--- config.mk ---
export PLATFORM = sky130hd
export DESIGN_NAME = pipe_stage_reg
export DESIGN_NICKNAME = d
export VERILOG_FILES = /design/src/rtl/pipe_stage_reg.sv
export SDC_FILE = /design/constraint.sdc
export NUM_CORES = 1
export LEC_CHECK = 0
export BUFFER_PORTS_ARGS = -buffer_cell sky130_fd_sc_hd__buf_2
export CAP_MARGIN = 5
export CORE_ASPECT_RATIO = 1.2
export CORE_MARGIN = 3
export CORE_UTILIZATION = 60
export CTS_CLUSTER_DIAMETER = 80
export CTS_CLUSTER_SIZE = 8
export DETAILED_ROUTE_END_ITERATION = 7
export PLACE_DENSITY = 0.86
export SETUP_SLACK_MARGIN = 0.15
export SLEW_MARGIN = 25
export SYNTH_ARGS = -nofsm -noshare
export SYNTH_HDL_FRONTEND = slang
export SYNTH_SLANG_ARGS = --single-unit
--- constraint.sdc ---
create_clock -name stg_clk -period 5.7 [get_ports stg_clk]
set_input_delay 1.14 -clock stg_clk [delete_from_list [all_inputs] [get_ports stg_clk]]
set_output_delay 1.14 -clock stg_clk [all_outputs]
set_load 0.02 [all_outputs]
--- src/rtl/pipe_stage_reg.sv ---
// Valid/ready pipeline stage with an optional second (skid) entry, flush,
// freeze enable, and saturating stall / flush performance counters.
module pipe_stage_reg #(
  parameter int DATA_W = 64,
  parameter int CTRL_W = 8,
  parameter int CNT_W  = 16,
  parameter int SKID   = 1
) (
  input  logic              stg_clk,
  input  logic              reset,
  input  logic              stg_ena,
  input  logic              stg_x,
  input  logic              in_valid,
  output logic              in_ready,
  input  logic [DATA_W-1:0] in_data,
  input  logic [CTRL_W-1:0] in_ctrl,
  output logic              out_valid,
  input  logic              out_ready,
  output logic [DATA_W-1:0] out_data,
  output logic [CTRL_W-1:0] out_ctrl,
  output logic [1:0]        occupancy,
  input  logic              cnt_clr,
  output logic [CNT_W-1:0]  stall_cnt,
  output logic [CNT_W-1:0]  flush_cnt,
  output logic [1:0]        dbg_state
);

  // Handshake: a beat moves when valid and ready are both high at a rising
  // edge; in_ready never depends on in_valid, out_valid never on out_ready.
  typedef enum logic [1:0] {
    ST_EMPTY = 2'd0,
    ST_ONE   = 2'd1,
    ST_TWO   = 2'd2
  } state_t;

  state_t              r_state;
  state_t              w_state_nxt;
  logic [DATA_W-1:0]   r_main_data, w_main_data_nxt;
  logic [CTRL_W-1:0]   r_main_ctrl, w_main_ctrl_nxt;
  logic [DATA_W-1:0]   r_skid_data, w_skid_data_nxt;
  logic [CTRL_W-1:0]   r_skid_ctrl, w_skid_ctrl_nxt;
  logic [CNT_W-1:0]    r_stall_cnt, r_flush_cnt;
  logic [CNT_W-1:0]    w_stall_nxt, w_flush_nxt;
  logic [CNT_W:0]      w_stall_sum, w_flush_sum;
  logic [1:0]          w_flush_add;
  logic                w_in_ready;
  logic                w_out_valid;
  logic                w_push;
  logic                w_pop;
  logic                w_stall_inc;

  always_comb begin
    w_in_ready = 1'b0;
    if (reset && stg_ena && !stg_x) begin
      if (SKID != 0) w_in_ready = (r_state != ST_TWO);
      else           w_in_ready = (r_state == ST_EMPTY) || out_ready;
    end
  end

  assign w_out_valid = (r_state != ST_EMPTY);
  assign w_push      = in_valid && w_in_ready;
  assign w_pop       = w_out_valid && out_ready && stg_ena && !stg_x;

  always_comb begin
    w_state_nxt     = r_state;
    w_main_data_nxt = r_main_data;
    w_main_ctrl_nxt = r_main_ctrl;
    w_skid_data_nxt = r_skid_data;
    w_skid_ctrl_nxt = r_skid_ctrl;
    if (stg_x) begin
      w_state_nxt     = ST_EMPTY;
      w_main_data_nxt = '0;
      w_main_ctrl_nxt = '0;
      w_skid_data_nxt = '0;
      w_skid_ctrl_nxt = '0;
    end else begin
      case (r_state)
        ST_EMPTY: begin
          if (w_push) begin
            w_state_nxt     = ST_ONE;
            w_main_data_nxt = in_data;
            w_main_ctrl_nxt = in_ctrl;
          end
        end
        ST_ONE: begin
          if (w_push && w_pop) begin
            w_main_data_nxt = in_data;
            w_main_ctrl_nxt = in_ctrl;
          end else if (w_push) begin
            w_state_nxt     = ST_TWO;
            w_skid_data_nxt = in_data;
            w_skid_ctrl_nxt = in_ctrl;
          end else if (w_pop) begin
            w_state_nxt     = ST_EMPTY;
            w_main_data_nxt = '0;
            w_main_ctrl_nxt = '0;
          end
        end
        ST_TWO: begin
          if (w_pop) begin
            w_state_nxt     = ST_ONE;
            w_main_data_nxt = r_skid_data;
            w_main_ctrl_nxt = r_skid_ctrl;
            w_skid_data_nxt = '0;
            w_skid_ctrl_nxt = '0;
          end
        end
        default: w_state_nxt = ST_EMPTY;
      endcase
    end
  end

  // Counters clamp at all-ones; the extra sum bit flags the overflow.
  assign w_stall_inc = in_valid && !w_in_ready;
  assign w_flush_add = stg_x ? r_state : 2'd0;
  assign w_stall_sum = {1'b0, r_stall_cnt} + {{CNT_W{1'b0}}, w_stall_inc};
  assign w_flush_sum = {1'b0, r_flush_cnt} + {{(CNT_W-1){1'b0}}, w_flush_add};
  assign w_stall_nxt = w_stall_sum[CNT_W] ? {CNT_W{1'b1}} : w_stall_sum[CNT_W-1:0];
  assign w_flush_nxt = w_flush_sum[CNT_W] ? {CNT_W{1'b1}} : w_flush_sum[CNT_W-1:0];

  always_ff @(posedge stg_clk) begin
    if (!reset) begin
      r_state     <= ST_EMPTY;
      r_main_data <= '0;
      r_main_ctrl <= '0;
      r_skid_data <= '0;
      r_skid_ctrl <= '0;
      r_stall_cnt <= '0;
      r_flush_cnt <= '0;
    end else begin
      r_state     <= w_state_nxt;
      r_main_data <= w_main_data_nxt;
      r_main_ctrl <= w_main_ctrl_nxt;
      r_skid_data <= w_skid_data_nxt;
      r_skid_ctrl <= w_skid_ctrl_nxt;
      if (cnt_clr) begin
        r_stall_cnt <= '0;
        r_flush_cnt <= '0;
      end else begin
        r_stall_cnt <= w_stall_nxt;
        r_flush_cnt <= w_flush_nxt;
      end
    end
  end

  assign in_ready  = w_in_ready;
  assign out_valid = w_out_valid;
  assign out_data  = w_out_valid ? r_main_data : '0;
  assign out_ctrl  = w_out_valid ? r_main_ctrl : '0;
  assign occupancy = r_state;
  assign stall_cnt = r_stall_cnt;
  assign flush_cnt = r_flush_cnt;
  assign dbg_state = r_state;

endmodule

==> flow_summary.json <==
{
  "synth_area_leaders": "dfxtp_1 37%, nor2b_1 9.6%, a211oi_2 9.2%",
  "yosysUniqueCellTypes": 48,
  "leakagePower_nw": 3.78,
  "final_common_cell": "buf_2",
  "regToRegSetupSlack_ps": 2300,
  "grt_pass1_vias": 8411,
  "final_hold_viol_count": 0,
  "cts_root_buffer": "clkbuf_16",
  "die_area_sq_um": 17500,
  "period_share_pct": 60.2,
  "ys_warn_count": 0,
  "dp.cells": 1331,
  "synth_top_area_share_pct": 37.3,
  "outcome": "finished clean",
  "grt_overflow": 0,
  "synth_seq_area_share_pct": 37.3,
  "synth_cells": 1049,
  "cts_tree": "done",
  "r2r_cells": 7,
  "final_max_slew_viol_count": 0,
  "final_cell_mix": "188 x buf_2, 178 x dfxtp_1, 169 x a21oi_1",
  "whs_endpoint": "r_skid_data[24]$_SDFFE_PP0P_",
  "final_util_pct": 72.1,
  "max-cap-violations": 0,
  "async_flop_share_pct": 0,
  "r2r_start": "dbg_state[1]$_SDFFE_PP0P_",
  "netlist_area_sq_um": 9560,
  "syn_to_final_growth_pct": 15.5,
  "hp-class": "flip-flop to flip-flop",
  "grt_usage_pct": 30.2,
  "total_power_mw": 2.71,
  "grt_pass1_wl_microns": 43300,
  "vias": 9143,
  "drt_iter0_drc": 1105,
  "layout_setup_ws_ps": 2270,
  "r2r-end": "r_main_data[0]$_SDFFE_PP0P_",
  "final_layout_size_suffix_gt1_share_pct": 27.8,
  "die_width_microns": 121,
  "drc": 0,
  "start_util_pct": 62.4,
  "synth_nets": 1137,
  "finalSetupViolations": 0,
  "die_y_microns": 144,
  "startpoint_type": "input pin",
  "p_per_area_nw_per_um2": 245,
  "cts_resized": 0,
  "grt_max_degree": 82,
  "worstHoldStart": "r_skid_data[24]$_SDFFE_PP0P_",
  "placed_area_sq_um": 10400,
  "clk_pin_slew_ps": 70,
  "required_ps": 6030,
  "drt_first_pass_iters": 7,
  "post_cts_buffers": 0,
  "avgViaCountPerCell": 6.69,
  "fp-row-count": 49,
  "finish.instance_area_sq_um": 11000,
  "hold_depth": 2,
  "post-place-ws_ps": 1940,
  "clk_path_buf_depth": 2,
  "clock_latency_ps": 430,
  "antenna_found_initial": 2,
  "path_class": "input pin to flip-flop",
  "fin_cells": 1366,
  "cp.arrival_ps": 3760,
  "post-route-min-period_ps": 3430,
  "cp_max_fo": 31,
  "rsz0062_at_grt": "false",
  "h-tree-depth": 4,
  "io_pins": 189,
  "synth_area_per_cell_sq_um": 9.12,
  "cts_sinks": 178,
  "nets": 1235,
  "core_sq_um": 15300,
  "hold_ws_ps": 493,
  "routed_wirelength_microns": 27400,
  "slew_headroom_pct": 26.9,
  "hpwl_microns": 15700,
  "io_buffers": 188,
  "clock.fmax_mhz": 292,
  "numCtsBuffers": 17,
  "wire_per_inst_microns": 20.0,
  "ctsHoldBuffers": 0,
  "synth-seq-cells": 178,
  "synth_edf_count": 0,
  "worst_pin_slew_ps": 1090,
  "crit_path_end_kind": "flip-flop",
  "routabilityCongestion": 0.834,
  "setup_tns_ps": 0,
  "skew_ps": 7.00,
  "ant_nets": 0,
  "ys.flop_type": "dfxtp_1",
  "peakVddDrop_mv": 0.178,
  "synth_area_leader_cell": "dfxtp_1"
}
[power by group]
part / switching [mW] / internal [mW]
combinational: 0.143 / 0.0807
clock: 0.494 / 0.726
sequential: 0.00781 / 1.26
total: 0.645 / 2.06
[cell type report]
type | instances | area [sq um]
repair buffers | 204 | 1090
flip-flops and latches | 178 | 3560
clock buffers | 24 | 482
multi-input cells | 731 | 5470
inverters | 15 | 56.3
clock inverters | 8 | 126
fillers | 1144 | 4280
well taps | 204 | 255
diodes | 2 | 5.00
[registers in the layout (all words and copies together), names as in the netlist]
signal	cells
stall_cnt	16
r_skid_data	64
flush_cnt	16
r_main_ctrl	8
r_skid_ctrl	8
dbg_state	2
r_main_data	64
[worst max path at each step]
stage                              startpoint                           end  slack [ps]  cells after the start
global placement                        stg_x  r_main_data[57]$_SDFFE_PP0P_        2030                      6
CTS                 dbg_state[1]$_SDFFE_PP0P_  r_main_data[58]$_SDFFE_PP0P_        2340                      8
detailed placement                      stg_x   r_main_data[0]$_SDFFE_PP0P_        1940                      6
global route        dbg_state[1]$_SDFFE_PP0P_  r_main_data[58]$_SDFFE_PP0P_        2130                      8
finish                                  stg_x   r_main_data[0]$_SDFFE_PP0P_        2270                      6
floorplan                               stg_x      flush_cnt[13]$_SDFF_PP0_        2790                      9
[cells by family after synthesis]
family                   after synthesis  synth area share, %
XOR/XNOR                              15                 1.37
AND/OR/NAND/NOR                      299                 21.5
adder cells (fa/ha/maj)                9                 1.26
multiplexers                           2                0.235
buffers and inverters                140                 6.36
AO/OA/AOI/OAI                        406                 32.0
flip-flops                           178                 37.3
[cell usage after synthesis (2+ instances only)]
cell type  number
dfxtp_1       178
a21oi_1       169
nor2b_1       146
clkbuf_1       98
nand4b_1       73
o211ai_1       73
a221oi_1       72
a211oi_2       70
buf_2          17
inv_1          15
nor2_1         12
nand2_1        11
nand4_1        11
nand3_1        10
xor2_1          9
ha_1            8
and3_1          7
buf_6           7
xnor2_1         6
a31oi_1         5
and2_1          5
nand2b_1        4
o21ai_0         4
a211oi_1        3
nor3_1          3
o31ai_1         3
or3_1           3
a21o_1          2
a41o_1          2
buf_4           2
mux2_2          2
nor3b_1         2
or4_1           2
[worst max-delay path: stages]
cell	delay [ps]
buf_2	130
nand4bb_4	520
nor4_4	980
buf_4	510
a221oi_1	170
a211oi_2	250
[layer usage]
metal,up-vias,GRT usage [%],share of wire [%]
met4,0,11.7,2.2
met2,455,48.5,48
met3,51,5.83,7.7
met1,4452,40.4,42
met5,-,0,0
li1,4185,-,-
(Power assumes the default switching activity.)
